===== src/rtl/router_pkg.sv =====
// Shared definitions for the 1x3 router: byte width, reserved address and
// the controller state encoding used by both controller and datapath.
package router_pkg;

  localparam int unsigned DATA_WIDTH   = 8;
  localparam logic [1:0]  ADDR_INVALID = 2'b11;

  typedef enum logic [2:0] {
    DECODE_ADDRESS     = 3'd0,
    LOAD_FIRST_DATA    = 3'd1,
    LOAD_DATA          = 3'd2,
    FIFO_FULL_STATE    = 3'd3,
    LOAD_AFTER_FULL    = 3'd4,
    LOAD_PARITY        = 3'd5,
    CHECK_PARITY_ERROR = 3'd6,
    WAIT_TILL_EMPTY    = 3'd7
  } router_state_e;

  // A header addresses one of the three output FIFOs; 2'b11 is reserved.
  function automatic logic addr_is_valid(input logic [1:0] addr);
    return addr != ADDR_INVALID;
  endfunction

endpackage


===== src/rtl/router_register_if.sv =====
// Controller/source side to datapath register stage: state strobes, source
// byte stream, FIFO full flag and the registered status returned upstream.
interface router_register_if #(
  parameter int unsigned DATA_WIDTH = 8
) ();
  logic                  pkt_valid;
  logic [DATA_WIDTH-1:0] data_in;
  logic                  fifo_full;
  logic                  detect_addr;
  logic                  lfd_state;
  logic                  ld_state;
  logic                  laf_state;
  logic                  full_state;
  logic                  rst_int_reg;
  logic [DATA_WIDTH-1:0] dout;
  logic                  parity_done;
  logic                  low_pkt_valid;
  logic                  err;

  modport master (
    output pkt_valid, data_in, fifo_full,
    output detect_addr, lfd_state, ld_state, laf_state, full_state, rst_int_reg,
    input  dout, parity_done, low_pkt_valid, err
  );

  modport slave (
    input  pkt_valid, data_in, fifo_full,
    input  detect_addr, lfd_state, ld_state, laf_state, full_state, rst_int_reg,
    output dout, parity_done, low_pkt_valid, err
  );
endinterface


===== src/rtl/router_parity_checker.sv =====
// Running XOR parity over header and payload, captured parity byte, and the
// registered mismatch flag sampled when the controller checks parity.
module router_parity_checker
  import router_pkg::*;
#(
  parameter int unsigned DATA_WIDTH = router_pkg::DATA_WIDTH
) (
  input  logic                  clk,
  input  logic                  rst,
  input  logic                  hdr_capture,
  input  logic                  lfd_state,
  input  logic                  ld_state,
  input  logic                  full_state,
  input  logic                  rst_int_reg,
  input  logic                  pkt_valid,
  input  logic [DATA_WIDTH-1:0] hdr_byte,
  input  logic [DATA_WIDTH-1:0] data_in,
  output logic                  err
);

  logic [DATA_WIDTH-1:0] int_parity_q, int_parity_d;
  logic [DATA_WIDTH-1:0] pkt_parity_q, pkt_parity_d;
  logic                  err_q, err_d;

  // Next-state for parity accumulator, captured parity byte and error flag.
  // full_state never accumulates, even if it were to coincide with a load.
  always_comb begin
    int_parity_d = int_parity_q;
    pkt_parity_d = pkt_parity_q;
    err_d        = err_q;
    if (hdr_capture) begin
      int_parity_d = '0;
      err_d        = 1'b0;
    end else if (lfd_state) begin
      int_parity_d = int_parity_q ^ hdr_byte;
    end else if (ld_state && !full_state) begin
      if (pkt_valid) int_parity_d = int_parity_q ^ data_in;
      else           pkt_parity_d = data_in;
    end else if (rst_int_reg) begin
      err_d = (int_parity_q != pkt_parity_q);
    end
  end

  // Parity state registers.
  always_ff @(posedge clk or negedge rst) begin
    if (!rst) begin
      int_parity_q <= '0;
      pkt_parity_q <= '0;
      err_q        <= 1'b0;
    end else begin
      int_parity_q <= int_parity_d;
      pkt_parity_q <= pkt_parity_d;
      err_q        <= err_d;
    end
  end

  assign err = err_q;

endmodule


===== src/rtl/router_register.sv =====
// Router datapath register stage: latches the header, streams payload to the
// output FIFO, parks a byte while the FIFO is full and flags parity status.
module router_register
  import router_pkg::*;
#(
  parameter int unsigned DATA_WIDTH = router_pkg::DATA_WIDTH
) (
  input  logic             clk,
  input  logic             rst,
  router_register_if.slave bus
);

  logic [DATA_WIDTH-1:0] hdr_byte_q, hdr_byte_d;
  logic [DATA_WIDTH-1:0] full_byte_q, full_byte_d;
  logic [DATA_WIDTH-1:0] dout_q, dout_d;
  logic                  parity_done_q, parity_done_d;
  logic                  low_pkt_valid_q, low_pkt_valid_d;
  logic                  hdr_capture;

  assign hdr_capture = bus.detect_addr && bus.pkt_valid && addr_is_valid(bus.data_in[1:0]);

  // Next-state for header, parked byte, output byte and status flags.
  always_comb begin
    hdr_byte_d      = hdr_byte_q;
    full_byte_d     = full_byte_q;
    dout_d          = dout_q;
    parity_done_d   = parity_done_q;
    low_pkt_valid_d = low_pkt_valid_q;

    if (hdr_capture) begin
      hdr_byte_d      = bus.data_in;
      parity_done_d   = 1'b0;
      low_pkt_valid_d = 1'b0;
    end

    if (bus.lfd_state) begin
      dout_d = hdr_byte_q;
    end else if (bus.ld_state) begin
      if (bus.fifo_full) full_byte_d = bus.data_in;
      else               dout_d      = bus.data_in;
    end else if (bus.laf_state) begin
      dout_d = full_byte_q;
    end

    if (bus.ld_state && !bus.pkt_valid) low_pkt_valid_d = 1'b1;
    else if (bus.rst_int_reg)          low_pkt_valid_d = 1'b0;

    if ((bus.ld_state && !bus.pkt_valid && !bus.fifo_full) ||
        (bus.laf_state && low_pkt_valid_q && !parity_done_q))
      parity_done_d = 1'b1;
  end

  // Datapath and flag registers.
  always_ff @(posedge clk or negedge rst) begin
    if (!rst) begin
      hdr_byte_q      <= '0;
      full_byte_q     <= '0;
      dout_q          <= '0;
      parity_done_q   <= 1'b0;
      low_pkt_valid_q <= 1'b0;
    end else begin
      hdr_byte_q      <= hdr_byte_d;
      full_byte_q     <= full_byte_d;
      dout_q          <= dout_d;
      parity_done_q   <= parity_done_d;
      low_pkt_valid_q <= low_pkt_valid_d;
    end
  end

  router_parity_checker #(
    .DATA_WIDTH (DATA_WIDTH)
  ) u_parity (
    .clk         (clk),
    .rst         (rst),
    .hdr_capture (hdr_capture),
    .lfd_state   (bus.lfd_state),
    .ld_state    (bus.ld_state),
    .full_state  (bus.full_state),
    .rst_int_reg (bus.rst_int_reg),
    .pkt_valid   (bus.pkt_valid),
    .hdr_byte    (hdr_byte_q),
    .data_in     (bus.data_in),
    .err         (bus.err)
  );

  assign bus.dout          = dout_q;
  assign bus.parity_done   = parity_done_q;
  assign bus.low_pkt_valid = low_pkt_valid_q;

  // Controller strobes are one-hot by construction.
  a_strobes_onehot0 : assert property (@(posedge clk) disable iff (!rst)
    $onehot0({bus.detect_addr, bus.lfd_state, bus.ld_state,
              bus.laf_state, bus.full_state, bus.rst_int_reg}));

endmodule


===== src/flat_wrapper.sv =====
// flat-port wrapper written by rule: the top's interface ports become plain ports
module router_register_flat import router_pkg::*;
#(
  parameter int unsigned DATA_WIDTH = router_pkg::DATA_WIDTH
)
  (clk, rst, bus_pkt_valid, bus_data_in, bus_fifo_full, bus_detect_addr, bus_lfd_state, bus_ld_state, bus_laf_state, bus_full_state, bus_rst_int_reg, bus_dout, bus_parity_done, bus_low_pkt_valid, bus_err);
  router_register_if #(.DATA_WIDTH(DATA_WIDTH)) bus_i ();
  input  logic clk;
  input  logic rst;
  input wire logic [$bits(bus_i.pkt_valid)-1:0] bus_pkt_valid;
  input wire logic [$bits(bus_i.data_in)-1:0] bus_data_in;
  input wire logic [$bits(bus_i.fifo_full)-1:0] bus_fifo_full;
  input wire logic [$bits(bus_i.detect_addr)-1:0] bus_detect_addr;
  input wire logic [$bits(bus_i.lfd_state)-1:0] bus_lfd_state;
  input wire logic [$bits(bus_i.ld_state)-1:0] bus_ld_state;
  input wire logic [$bits(bus_i.laf_state)-1:0] bus_laf_state;
  input wire logic [$bits(bus_i.full_state)-1:0] bus_full_state;
  input wire logic [$bits(bus_i.rst_int_reg)-1:0] bus_rst_int_reg;
  output wire logic [$bits(bus_i.dout)-1:0] bus_dout;
  output wire logic [$bits(bus_i.parity_done)-1:0] bus_parity_done;
  output wire logic [$bits(bus_i.low_pkt_valid)-1:0] bus_low_pkt_valid;
  output wire logic [$bits(bus_i.err)-1:0] bus_err;
  assign bus_i.pkt_valid = bus_pkt_valid;
  assign bus_i.data_in = bus_data_in;
  assign bus_i.fifo_full = bus_fifo_full;
  assign bus_i.detect_addr = bus_detect_addr;
  assign bus_i.lfd_state = bus_lfd_state;
  assign bus_i.ld_state = bus_ld_state;
  assign bus_i.laf_state = bus_laf_state;
  assign bus_i.full_state = bus_full_state;
  assign bus_i.rst_int_reg = bus_rst_int_reg;
  assign bus_dout = bus_i.dout;
  assign bus_parity_done = bus_i.parity_done;
  assign bus_low_pkt_valid = bus_i.low_pkt_valid;
  assign bus_err = bus_i.err;
  router_register #(.DATA_WIDTH(DATA_WIDTH)) u_core (.clk(clk), .rst(rst), .bus(bus_i));
endmodule

===== config.mk =====
export PLATFORM = sky130hd
export DESIGN_NAME = router_register_flat
export DESIGN_NICKNAME = d
export VERILOG_FILES = /design/src/rtl/router_pkg.sv /design/src/rtl/router_register_if.sv /design/src/rtl/router_parity_checker.sv /design/src/rtl/router_register.sv /design/src/flat_wrapper.sv
export SDC_FILE = /design/constraint.sdc
export NUM_CORES = 1
export LEC_CHECK = 0
export ABC_CLOCK_PERIOD_IN_PS = 3000
export BUFFER_PORTS_ARGS = -buffer_cell sky130_fd_sc_hd__buf_2
export CAP_MARGIN = 10
export CORE_MARGIN = 2
export CORE_UTILIZATION = 48
export CTS_BUF_LIST = sky130_fd_sc_hd__clkbuf_4 sky130_fd_sc_hd__clkbuf_8
export CTS_CLUSTER_SIZE = 24
export DETAILED_ROUTE_END_ITERATION = 6
export PLACE_DENSITY_LB_ADDON = 0.12
export RECOVER_POWER = 50
export SLEW_MARGIN = 20
export SYNTH_ARGS = -nofsm -noshare
export SYNTH_HDL_FRONTEND = slang
export SYNTH_SLANG_ARGS = --single-unit

===== constraint.sdc =====
create_clock -name clk -period 3 [get_ports clk]
set_input_delay 0.3 -clock clk [delete_from_list [all_inputs] [get_ports clk]]
set_output_delay 0.3 -clock clk [all_outputs]
set_load 0.05 [all_outputs]

==> results.md <==
- CP Buf/Inv Count: 1
- Setup bufs post-CTS: 0
- Final Hold Fails: 0
- CP max stage cell: buf_2
- Chip height: 69.7 microns
- Worst hold-check path type: primary input to asynchronous set/reset pin
- Dominant cell type by area after synthesis: dfrtp_1
- CP Data Required Time: 3140 ps
- Maximum clock path buffer count: 2
- Uppermost layer routed: met4
- Final WL: 4040 microns
- Combinational share of power: 0.266
- FP Rows: 23
- Area grow syn2layout: 12.3%
- Clock Latency Late Sink: 290 ps
- Die width: 69.7 microns
- Fmax: 691 MHz
- Worst-Margin Slew: 938 ps
- CTS tree: built
- Initial Util: 0.507
- Drt first-iter violations: 73
- LEAKAGE: 1.05 nW
- Max H-tree Level: 2
- Met3 Wirelength: 164 microns
- Routed met2 length: 2020 microns
- Syn_area_per_cell: 12.6 sq um
- Power per cell area: 713 nW/um^2
- Crit path largest cell delay: 550 ps
- Final slew viol count: 0
- Sw Share: 0.321
- Share of layout cells above drive strength 1: 0.387
- Worst Setup Path Type: primary input to flop
- Unrepaired setup endpoints after global routing: no
- First-pass GRT wire length: 6940 microns
- Synthesized net count: 182
- Fillers: 353
- Max FO, Critical Path: 32
- Crit start category: primary input
- Worst path arrival time: 1590 ps
- Time the worst path needs with I/O delays and setup: 1450 ps
- Total Routing Usage GR: 0.183
- Wire per inst: 16.5 microns
- Sequential fraction of the synthesis area: 0.519
- Crit path max-delay family: buffers and inverters
- CTS root buf: clkbuf_8
- # setup viols final: 0
- Final Cycle Share: 0.483
- Core area: 4090 sq um
- Antenna Cells: 0
- P_sw: 533 uW
- CTS buffer count: 5
- Clock sinks: 43
- WL met1: 1770 microns
- Max-Cap Viols: 0
- Pwr Total: 1.66 mW
- Flop pwr share: 0.494
- Relative slew slack: 0.375
- Die area: 4860 sq um
- # DRC: 0
- Synth warn: 0
- Vias in the first global route: 1452
- Peak VDD IR: 314 uV
- Largest cells by area after synthesis: dfrtp_1 52%, mux2_2 16%, xor2_1 6.8%, o21ai_2 3.4%, nor2_1 3.1%
- DP HPWL: 2890 microns
- Routability Congestion: 0.792
- Status: complete, no violations
- Initial antenna violation count: 0
- Vias/cell: 5.61
- Post_cts resized: 0
- Synthesized flop and latch total: 43
- Total global routing overflow: 0
- Total vias in the final route: 1369
- Port-buffer cells: 28
- Gate Count Post-Synth: 164
- Final Skew: 5.22 ps
- Clock slew at reported path FFs: 80 ps
- Yosys cell types: 27
- Crit-path cells: buf_2 > mux2_2 > o21ai_2 > xor2_1 > nor2_1
- Number of hold buffers added after cts: 0
- TNS Setup: 0 ps
- Pin count of the biggest net entering global routing: 44
- Clock share of power: 0.241
- Crit. End Element: flop
- I/O Pins: 29
- Cell Int Power: 1.13 mW
- Synth top area share: 0.519
- Synthesized cell area: 2070 sq um
- Total iterations of the first detailed-routing run: 4
- Post-route ant nets: 0
- Final net count: 211
[cells by family (layout without fill, tap and decap cells)]
group	count (synthesis)	count (layout)	share of synthesized area
multiplexers	35	35	0.187
XOR/XNOR	16	16	0.0676
buffers and inverters	6	36	0.0229
AO/OA/AOI/OAI	32	32	0.116
flip-flops	43	43	0.519
AND/OR/NAND/NOR	32	32	0.0870
[final timing paths]
| path | from | end | slack (ps) | depth (start not counted) |
|---|---|---|---|---|
| worst max-delay path | bus_lfd_state | u_core.u_parity.int_parity_q[3] | 1550 | 5 |
| worst min-delay path | rst | u_core.bus.dout[7] | 150 | 1 |
| min in group clk | bus_fifo_full | u_core.bus.parity_done | 290 | 2 |
| max in group asynchronous | rst | u_core.u_parity.pkt_parity_q[3] | 2260 | 1 |
| worst min register to register | u_core.bus.dout[1] | u_core.bus.dout[1] | 510 | 2 |
| worst max register to register | u_core.u_parity.int_parity_q[4] | u_core.u_parity.err | 1780 | 3 |
[synth_stat cells]
cell and count:
buf_2 2, nor3b_1 1, nor3_4 2, a21oi_2 1, a22oi_1 6, o21ai_0 7, a2bb2oi_1 2, nand3b_2 1
nor4_1 2, and2b_1 1, o21ai_2 8, dfrtp_1 43, nor2b_1 2, a21oi_1 1, a21o_1 1, nand2_1 3
a221o_1 3, nand2b_1 2, xor2_1 16, nor2_1 17, mux2_2 30, clkbuf_4 2, a31oi_1 1, and3b_1 1
o21bai_1 2, buf_6 2, mux2i_1 5
[flip-flops by register name, summed over array words and instances, names as in the netlist]
| register | count |
|---|---|
| u_core.u_parity.err | 1 |
| u_core.bus.parity_done | 1 |
| u_core.bus.low_pkt_valid | 1 |
| u_core.full_byte_q | 8 |
| u_core.hdr_byte_q | 8 |
| u_core.u_parity.int_parity_q | 8 |
| u_core.bus.dout | 8 |
| u_core.u_parity.pkt_parity_q | 8 |
[area by class of cell]
| class | instances | area [sq um] | share of cell area |
|---|---|---|---|
| clock buffer | 8 | 104 | 0.0446 |
| sequential | 43 | 1080 | 0.462 |
| timing repair buffer | 28 | 136 | 0.0586 |
| tap | 50 | 62.6 | 0.0269 |
| multi-input combinational | 115 | 948 | 0.408 |
[metrics by stage]
step / area [sq um] / worst slack (ps) / instances / hold slack, ps / utilization
6_report: 2330 / 1550 / 244 / 147 / 0.570
5_1_grt: 2330 / 1450 / 244 / 218 / 0.570
4_1_cts: 2330 / 1560 / 244 / 182 / 0.570
3_5_place_dp: 2230 / 1250 / 236 / 496 / 0.545
3_3_place_gp: 2230 / 1280 / 236 / 484 / 0.545
2_1_floorplan: 2070 / 1760 / 164 / 4.41 / -
[cells in the final DEF (no fill, tap or decap), types with 2 or more instances in the layout]
cell / synthesis / routed
mux2_2: 30 / 30
nand2_1: 3 / 3
o21bai_1: 2 / 2
o21ai_0: 7 / 7
xor2_1: 16 / 16
dfrtp_1: 43 / 43
clkbuf_8: 0 / 7
mux2i_1: 5 / 5
nor4_1: 2 / 2
a2bb2oi_1: 2 / 2
o21ai_2: 8 / 8
a22oi_1: 6 / 6
nor3_4: 2 / 2
nor2b_1: 2 / 2
nor2_1: 17 / 17
clkbuf_1: 0 / 3
buf_2: 2 / 25
a221o_1: 3 / 3
nand2b_1: 2 / 2
[routing by layer]
layer  GRT usage  vias up
met1       0.229      681
met3      0.0509        8
met5           0        -
met4      0.0748        0
li1            -      652
met2       0.298       28
[power by group through the flow]
stage / Combinational [mW] / Sequential [mW] / Clock (mW)
finish: 0.441 / 0.819 / 0.399
global route: 0.486 / 0.836 / 0.446
CTS: 0.449 / 0.819 / 0.415
detailed placement: 0.446 / 0.831 / 0
global placement: 0.437 / 0.828 / 0
floorplan: 0.256 / 0.900 / 0
Note: power is estimated with default switching activity, not from simulation.
